==> src/rtl/extended_hamming_error_logger_pkg.sv <==
// Shared types and event classification for the extended Hamming error logger.
package extended_hamming_error_logger_pkg;

    typedef enum logic {
        ERROR_CORRECTABLE   = 1'b0,
        ERROR_UNCORRECTABLE = 1'b1
    } error_type_t;

    // Turns raw checker flags into per-cycle counter increments {inc_correctable, inc_uncorrectable}.
    // A double-bit flag dominates: a word is never counted as both kinds.
    function automatic logic [1:0] classify(input logic valid,
                                            input logic correctable,
                                            input logic uncorrectable);
        logic [1:0] result;
        result = 2'b00;
        if (valid) begin
            if (uncorrectable) begin
                result = 2'b01;
            end else if (correctable) begin
                result = 2'b10;
            end
        end
        return result;
    endfunction

endpackage

==> src/rtl/extended_hamming_error_logger_saturating_counter.sv <==
// Event counter that restarts on clear and sticks at its all-ones maximum.
module saturating_counter #(
    parameter int WIDTH = 8
) (
    input  logic             clock,
    input  logic             resetn,
    input  logic             clear,
    input  logic             increment,
    output logic [WIDTH-1:0] count
);

    logic [WIDTH-1:0] count_q;
    logic [WIDTH-1:0] count_d;
    logic [WIDTH-1:0] base;

    // Next count: clear restarts from zero, an increment on the same cycle still counts.
    always_comb begin
        base    = clear ? '0 : count_q;
        count_d = base;
        if (increment && (base != '1)) begin
            count_d = base + WIDTH'(1);
        end
    end

    // Count register.
    always_ff @(posedge clock or negedge resetn) begin
        if (!resetn) begin
            count_q <= '0;
        end else begin
            count_q <= count_d;
        end
    end

    assign count = count_q;

endmodule

==> src/rtl/extended_hamming_error_logger.sv <==
// Error logger for an extended Hamming checker: saturating counts, first-error
// capture with upgrade to uncorrectable, sticky overflow and a level interrupt.
module extended_hamming_error_logger
    import extended_hamming_error_logger_pkg::*;
#(
    parameter int ADDRESS_WIDTH = 16,
    parameter int COUNTER_WIDTH = 8
) (
    input  logic                     clock,
    input  logic                     resetn,
    input  logic                     check_valid,
    input  logic [ADDRESS_WIDTH-1:0] check_address,
    input  logic                     correctable_error,
    input  logic                     uncorrectable_error,
    input  logic                     clear,
    input  logic [COUNTER_WIDTH-1:0] correctable_threshold,
    output logic [COUNTER_WIDTH-1:0] correctable_count,
    output logic [COUNTER_WIDTH-1:0] uncorrectable_count,
    output logic                     first_error_valid,
    output logic [ADDRESS_WIDTH-1:0] first_error_address,
    output logic                     first_error_uncorrectable,
    output logic                     overflow,
    output logic                     interrupt
);

    logic inc_correctable;
    logic inc_uncorrectable;
    logic error_event;

    logic                     first_error_valid_q,   first_error_valid_d;
    logic [ADDRESS_WIDTH-1:0] first_error_address_q, first_error_address_d;
    error_type_t              first_error_type_q,    first_error_type_d;
    logic                     overflow_q,            overflow_d;
    logic                     interrupt_q,           interrupt_d;

    logic [COUNTER_WIDTH-1:0] correctable_base;
    logic [COUNTER_WIDTH-1:0] correctable_next;
    logic                     uncorrectable_next_nonzero;

    assign {inc_correctable, inc_uncorrectable} =
        classify(check_valid, correctable_error, uncorrectable_error);
    assign error_event = inc_correctable | inc_uncorrectable;

    saturating_counter #(.WIDTH(COUNTER_WIDTH)) u_correctable_counter (
        .clock     (clock),
        .resetn    (resetn),
        .clear     (clear),
        .increment (inc_correctable),
        .count     (correctable_count)
    );

    saturating_counter #(.WIDTH(COUNTER_WIDTH)) u_uncorrectable_counter (
        .clock     (clock),
        .resetn    (resetn),
        .clear     (clear),
        .increment (inc_uncorrectable),
        .count     (uncorrectable_count)
    );

    // Capture and overflow update against the post-clear view of the capture register.
    always_comb begin
        // NOTE: every combinational output gets a default first so no path leaves it unassigned (no latch).
        first_error_valid_d   = clear ? 1'b0 : first_error_valid_q;
        first_error_address_d = clear ? '0 : first_error_address_q;
        first_error_type_d    = clear ? ERROR_CORRECTABLE : first_error_type_q;
        overflow_d            = clear ? 1'b0 : overflow_q;
        if (error_event) begin
            if (!first_error_valid_d ||
                (inc_uncorrectable && (first_error_type_d == ERROR_CORRECTABLE))) begin
                first_error_valid_d   = 1'b1;
                first_error_address_d = check_address;
                first_error_type_d    = inc_uncorrectable ? ERROR_UNCORRECTABLE : ERROR_CORRECTABLE;
            end else begin
                overflow_d = 1'b1;
            end
        end
    end

    // Interrupt is derived from the counts the counters will hold after this edge.
    always_comb begin
        correctable_base = clear ? '0 : correctable_count;
        correctable_next = correctable_base;
        if (inc_correctable && (correctable_base != '1)) begin
            correctable_next = correctable_base + COUNTER_WIDTH'(1);
        end
        uncorrectable_next_nonzero = inc_uncorrectable | (!clear && (uncorrectable_count != '0));
        interrupt_d = uncorrectable_next_nonzero |
                      ((correctable_threshold != '0) && (correctable_next >= correctable_threshold));
    end

    // Capture, overflow and interrupt registers.
    always_ff @(posedge clock or negedge resetn) begin
        if (!resetn) begin
            first_error_valid_q   <= 1'b0;
            first_error_address_q <= '0;
            first_error_type_q    <= ERROR_CORRECTABLE;
            overflow_q            <= 1'b0;
            interrupt_q           <= 1'b0;
        end else begin
            // NOTE: state registers use non-blocking assignment so all flops update together at the edge.
            first_error_valid_q   <= first_error_valid_d;
            first_error_address_q <= first_error_address_d;
            first_error_type_q    <= first_error_type_d;
            overflow_q            <= overflow_d;
            interrupt_q           <= interrupt_d;
        end
    end

    assign first_error_valid         = first_error_valid_q;
    assign first_error_address       = first_error_address_q;
    assign first_error_uncorrectable = (first_error_type_q == ERROR_UNCORRECTABLE);
    assign overflow                  = overflow_q;
    assign interrupt                 = interrupt_q;

endmodule

==> config.mk <==
export PLATFORM = sky130hd
export DESIGN_NAME = extended_hamming_error_logger
export DESIGN_NICKNAME = d
export VERILOG_FILES = /design/src/rtl/extended_hamming_error_logger_pkg.sv /design/src/rtl/extended_hamming_error_logger_saturating_counter.sv /design/src/rtl/extended_hamming_error_logger.sv
export SDC_FILE = /design/constraint.sdc
export NUM_CORES = 1
export LEC_CHECK = 0
export CORE_ASPECT_RATIO = 1.2
export CORE_MARGIN = 2
export CORE_UTILIZATION = 43
export CTS_BUF_LIST = sky130_fd_sc_hd__clkbuf_8
export DETAILED_ROUTE_END_ITERATION = 6
export PLACE_DENSITY = 0.79
export SKIP_LAST_GASP = 1
export SLEW_MARGIN = 20
export SYNTH_ARGS = -nofsm -noshare
export SYNTH_HDL_FRONTEND = slang
export SYNTH_SLANG_ARGS = --single-unit
export TNS_END_PERCENT = 10
==> constraint.sdc <==
create_clock -name clock -period 2.57 [get_ports clock]
set_input_delay 0.257 -clock clock [delete_from_list [all_inputs] [get_ports clock]]
set_output_delay 0.257 -clock clock [all_outputs]
set_load 0.02 [all_outputs]
; ---- After elaboration in Yosys (flattened, before gate mapping)
; Cells that the tools add are included.
[word_totals]
ff_bits = 36
in_bits = 30
out_inout_bits = 36
elab_cells = 46
[op_classes]
add_sub_neg = 2
magnitude_cmp = 1
eq_ne = 2
n_mux = 20
n_bitwise = 4
n_reduce_logical = 10
[op_table]
columns = cell, n
row1 = 16-bit 2-to-1 mux, 3
row2 = 8-bit 2-to-1 mux, 4
row3 = "8-bit by 1-bit adder with 8-bit output, second input constant", 2
row4 = "8-bit inequality test, second input constant", 2
row5 = 8-bit nonzero test, 2
row6 = 1-bit 2-to-1 mux, 10
row7 = 8-bit greater-or-equal comparator, 1
row8 = 2-bit 2-to-1 mux, 3
row9 = 1-bit logical AND, 5
row10 = 1-bit bitwise OR, 3
row11 = 1-bit logical NOT, 2
row12 = 1-bit logical OR, 1
row13 = 1-bit inverter, 1

; ---- Depth between registers and ports, before layout
[depth]
ltp_word = 8
mapped_depth = 12
depth_no_buf = 11

; ---- By module
; A second synthesis with hierarchy kept.
[hier_totals]
cells_unflattened = 217
hier_area_um2 = 2255.9
[modules_own_cells]
columns = mod, instances, cells_per_inst, area_each_um2, seq_area_each_um2
row1 = extended_hamming_error_logger, 1, 135, 1437.6, 500.5
row2 = saturating_counter, 2, 41, 409.1, 200.2

; ---- Least setup slack after synthesis
; Ideal clock, no wire load.
[synth_timing]
path_type = reg2reg
start = register u_correctable_counter.count_q[0], in the netlist u_correctable_counter.count[0]
end = register interrupt_q, in the netlist interrupt
setup_ns = 0.126
arrival_time_ns = 2.632
t_required_ns = 2.444
setup_slack_ns = -0.188
path_stages_with_launch = 11
path_buffers = 0
period_less_slack_ns = 2.758
cell_sequence = dfrtp_1 -> nor2b_1 -> ha_1 -> nand3_1 -> o41ai_4 -> mux2_2 -> ha_1 -> o211ai_1 -> o21a_1 -> o21ai_0 -> a221o_1
[synth_between]
elab_chain_cells = 7
word_cells_on_any_way = 8
classes_between = add/sub: 1 / order compare: 1 / eq/ne: 1 / mux: 2 / bitwise: 1 / reduce/logical: 2
[synth_rtl]
columns = element, line
row1 = start: declaration, extended_hamming_error_logger_saturating_counter.sv:12  ; logic [WIDTH-1:0] count_q;
row2 = start signal: assignment, extended_hamming_error_logger_saturating_counter.sv:30  ; count_q <= count_d;
row3 = 8-bit 2-to-1 mux (*), extended_hamming_error_logger.sv:81  ; correctable_base = clear ? '0 : correctable_count;
row4 = "parallel branches: the longest is 2 deep, another holds 8-bit by 1-bit adder with 8-bit output", --
row5 = 8-bit 2-to-1 mux (*), extended_hamming_error_logger.sv:83  ; if (inc_correctable && (correctable_base != '1)) begin
row6 = via correctable_next[1], extended_hamming_error_logger.sv:37  ; logic [COUNTER_WIDTH-1:0] correctable_next;
row7 = 8-bit greater-or-equal comparator (*), extended_hamming_error_logger.sv:88  ; ((correctable_threshold != '0) && (correctable_next >= correctable_threshold));
row8 = 1-bit logical AND (*), extended_hamming_error_logger.sv:88
row9 = 1-bit bitwise OR (*), extended_hamming_error_logger.sv:87  ; interrupt_d = uncorrectable_next_nonzero |
row10 = via interrupt_d, extended_hamming_error_logger.sv:34  ; logic interrupt_q, interrupt_d;
row11 = end signal: assignment, extended_hamming_error_logger.sv:105  ; interrupt_q <= interrupt_d;
row12 = end: declaration, extended_hamming_error_logger.sv:34
; Mark *: on every way through the listed nets, which the timed path passes.

; ---- Final worst setup path
[layout_timing]
start = register u_correctable_counter.count_q[1], in the netlist u_correctable_counter.count[1]
end = register interrupt_q, in the netlist interrupt
; The elaborated chain is that of the path after synthesis.

==> flow_summary.yaml <==
clock_tree:
  cts_made_buffers: 5
  clock_path_buffers: 2
  cts-htree-levels: 2
  clock_latency_ns: 0.28
  clk_pin_slew_worst_paths_ns: 0.07
  cts_tree: "yes"
  hold_buffers: 0
  clockRootBuffer: "clkbuf_8"
  cts_sinks: 36
power_and_ir_drop:
  pwr-share-seq: 0.476
  internal_power_uw: 955
  clkPwrFrac: 0.287
  p_sw_frac: 0.270
  leakage_nw: 1.37
  powerDensity_nw_per_um2: 430
  power_frac_comb: 0.237
  power.switching_uw: 354
  vdd_drop_max_v: 0.000314
setup_path:
  cp.depth: 11
  rrSetupSlack_ns: 0.005
  crit_type: "reg2reg"
  r2r_end: "interrupt"
  cp-end-kind: "register"
  cpPeakStageDelay_ns: 0.49
  reg2reg_from: "u_correctable_counter.count[1]"
  rr_worst_depth: 11
  crit_family: "compound AO/OA/AOI/OAI gates"
  worstPathArrival_ns: 2.73
  critPathLaunch: "u_correctable_counter.count[1]"
  path_cells: "nor2b_4 -> ha_4 -> nand3_4 -> buf_4 -> o211ai_4 -> or4_4 -> a21oi_2 -> ha_1 -> a21oi_1 -> o21ai_1 -> a221o_1"
  endpoint: "interrupt"
  crit_slowest_cell: "or4_4"
  worstPathRequired_ns: 2.74
  cp-start-kind: "register"
  path_max_fanout: 4
  cp.buffers_inverters: 1
placed_design:
  hpwlAfterDp_um: 3650
  io_buffers: 65
  globalplace.congestion: 0.784
  placed_area_um2: 2920
yosys:
  synth_area_um2: 2000
  synth_edf_count: 0
  synth_nets: 224
  synth_cell_types: 39
  ys_seq_area_frac: 0.451
  synth-async-reset-ratio: 1.00
  yosys_warnings: 0
  yosys-top-cells-area: "dfrtp_1, mux2_2, nor2b_1, ha_1, xnor2_1"
  yosysTopAreaCell: "dfrtp_1"
  synth_ff_type: "dfrtp_1"
  synth_top_area_frac: 0.451
  post_synth_inst_count: 184
  yosys_register_bits: 36
  synth_area_per_cell_um2: 10.9
global_route:
  grt_pass1_vias: 1771
  grt_max_degree: 37
  grt_usage: 0.205
  grt_pass1_wl_um: 8220
  overflow: 0
  antenna_found_initial: 0
routing:
  drt-pass1-iter-count: 4
  post_drt_wl_per_cell_um: 14.5
  postRouteAntennaNets: 0
  via_per_inst: 4.99
  routed_wl_um: 4880
  drt_iter0_drc: 60
  via_count: 1682
  drc_errors: 0
floorplanning:
  fp.dieH_um: 78.7
  core_area_um2: 4530
  dieArea_um2: 5210
  start_util: 0.441
  ios: 66
  die_x_um: 66.2
  placementRows: 27
final_layout:
  design_area_um2: 3040
  final_nets: 319
  fill_cells: 385
  multi_input_area_um2: 1090
  layout-drive-gt1-share: 0.240
  seq_area_um2: 903
  fin_util: 0.672
  n_antenna_cell: 0
  syn2layout_area_growth_pct: 52.2
sta:
  maxSlewViolCount: 0
  fin_worst_skew_ns: 0.00621
  post-route-period-util: 0.998
  slew_headroom: 0.440
  setup_viol: 0
  worstMarginPinSlew_ns: 0.840
  fin_crit_ns: 2.56
  fmax_mhz: 390
  grt_setup_unrepaired: "yes"
  hold_viol_final: 0
min_path:
  min_path_type: "in2async"
run_status:
  status: "finished, final reports clean"
job:
  maxCapViolations: 0
repair_timing:
action / 4_1_cts / 5_1_grt
endpoints found under the setup margin: 1 / 1
gates resized for setup: 3 / 1
buffers inserted: 2 / 2
pin swaps: 5 / 2
cells in the final DEF (no fill, tap or decap), types with 3 or more instances in the layout:
cell type and instances:
mux2_1 5, buf_4 28, nor2b_1 24, ha_1 9, nand2b_1 5, nand2_1 10
inv_1 13, mux2_2 15, clkbuf_8 5, a21oi_1 3, dfrtp_1 34, clkdlybuf4s50_1 63
and3_1 3, nor4_1 4, nor2_1 8, xor2_1 3, xnor2_1 6
cells in the mapped netlist, types with 2 or more instances:
master,instances
a211oi_1,2
nand4_1,2
ha_1,10
xnor2_1,7
clkbuf_1,3
and3_1,3
o21ai_0,3
mux2_1,5
nor2_1,8
mux2_2,16
nor4_1,4
nor2b_1,26
nor3_1,2
dfrtp_1,36
nand2b_1,5
xor2_1,3
nand3_1,3
inv_1,12
or4_1,2
a21oi_1,4
nand2_1,10
sequential cells by signal, indices dropped and copies added, names as in the netlist:
register	flops
first_error_valid	1
overflow	1
u_correctable_counter.count	8
first_error_uncorrectable	1
first_error_address	16
u_uncorrectable_counter.count	8
interrupt	1
power by group through the flow:
stage                     clock [mW]  combinational, mW  sequential, mW
final                          0.376              0.309           0.623
after global placement             0              0.307           0.633
after detailed placement           0              0.312           0.634
after floorplan                    0             0.0981           0.678
after CTS                      0.391              0.313           0.623
after global routing           0.421              0.333           0.628
layout make-up:
cell class / count / share of cell area
clock buffer: 5 / 0.0226
inverter: 12 / 0.0148
clock inverter: 2 / 0.00288
tap: 58 / 0.0239
timing repair buffer: 93 / 0.281
multi-input combinational: 131 / 0.358
sequential: 36 / 0.297
through the flow:
stage               hold WS [ns]  instances  power (mW)  setup slack (ns)  setup TNS (ns)
floorplan                -0.0386        184       0.776           -0.0778         -0.0778
detailed placement         0.405        326       0.946            -0.597          -0.597
global placement           0.393        326       0.940            -0.468          -0.468
global route               0.129        337        1.38            -0.113          -0.113
finish                    0.0728        337        1.31           0.00511               0
CTS                       0.0939        335        1.33          0.000252               0
metal layers:
metal | track usage | up-vias | wire length [µm]
met5 | 0 | - | 0
met4 | 0.0612 | 0 | 47
met3 | 0.0473 | 6 | 169
met2 | 0.356 | 41 | 2560
met1 | 0.249 | 813 | 2110
li1 | - | 822 | -
kinds of logic after synthesis:
group                    share of synthesized area
flip-flops                                   0.451
AO/OA/AOI/OAI                               0.0908
XOR/XNOR                                    0.0438
buffers and inverters                       0.0363
AND/OR/NAND/NOR                              0.197
adder cells (fa/ha/maj)                     0.0626
multiplexers                                 0.118
worst min-delay path by stage:
stage,end,from,cells after the start,slack [ns]
2_1_floorplan,first_error_address[0],resetn,0,-0.04
3_3_place_gp,u_uncorrectable_counter.count[1],resetn,1,0.39
3_5_place_dp,u_uncorrectable_counter.count[3],resetn,1,0.40
4_1_cts,u_uncorrectable_counter.count[2],resetn,1,0.09
5_1_grt,u_uncorrectable_counter.count[2],resetn,1,0.13
6_report,u_correctable_counter.count[2],resetn,1,0.07
Power figures use the tool's default switching activity.
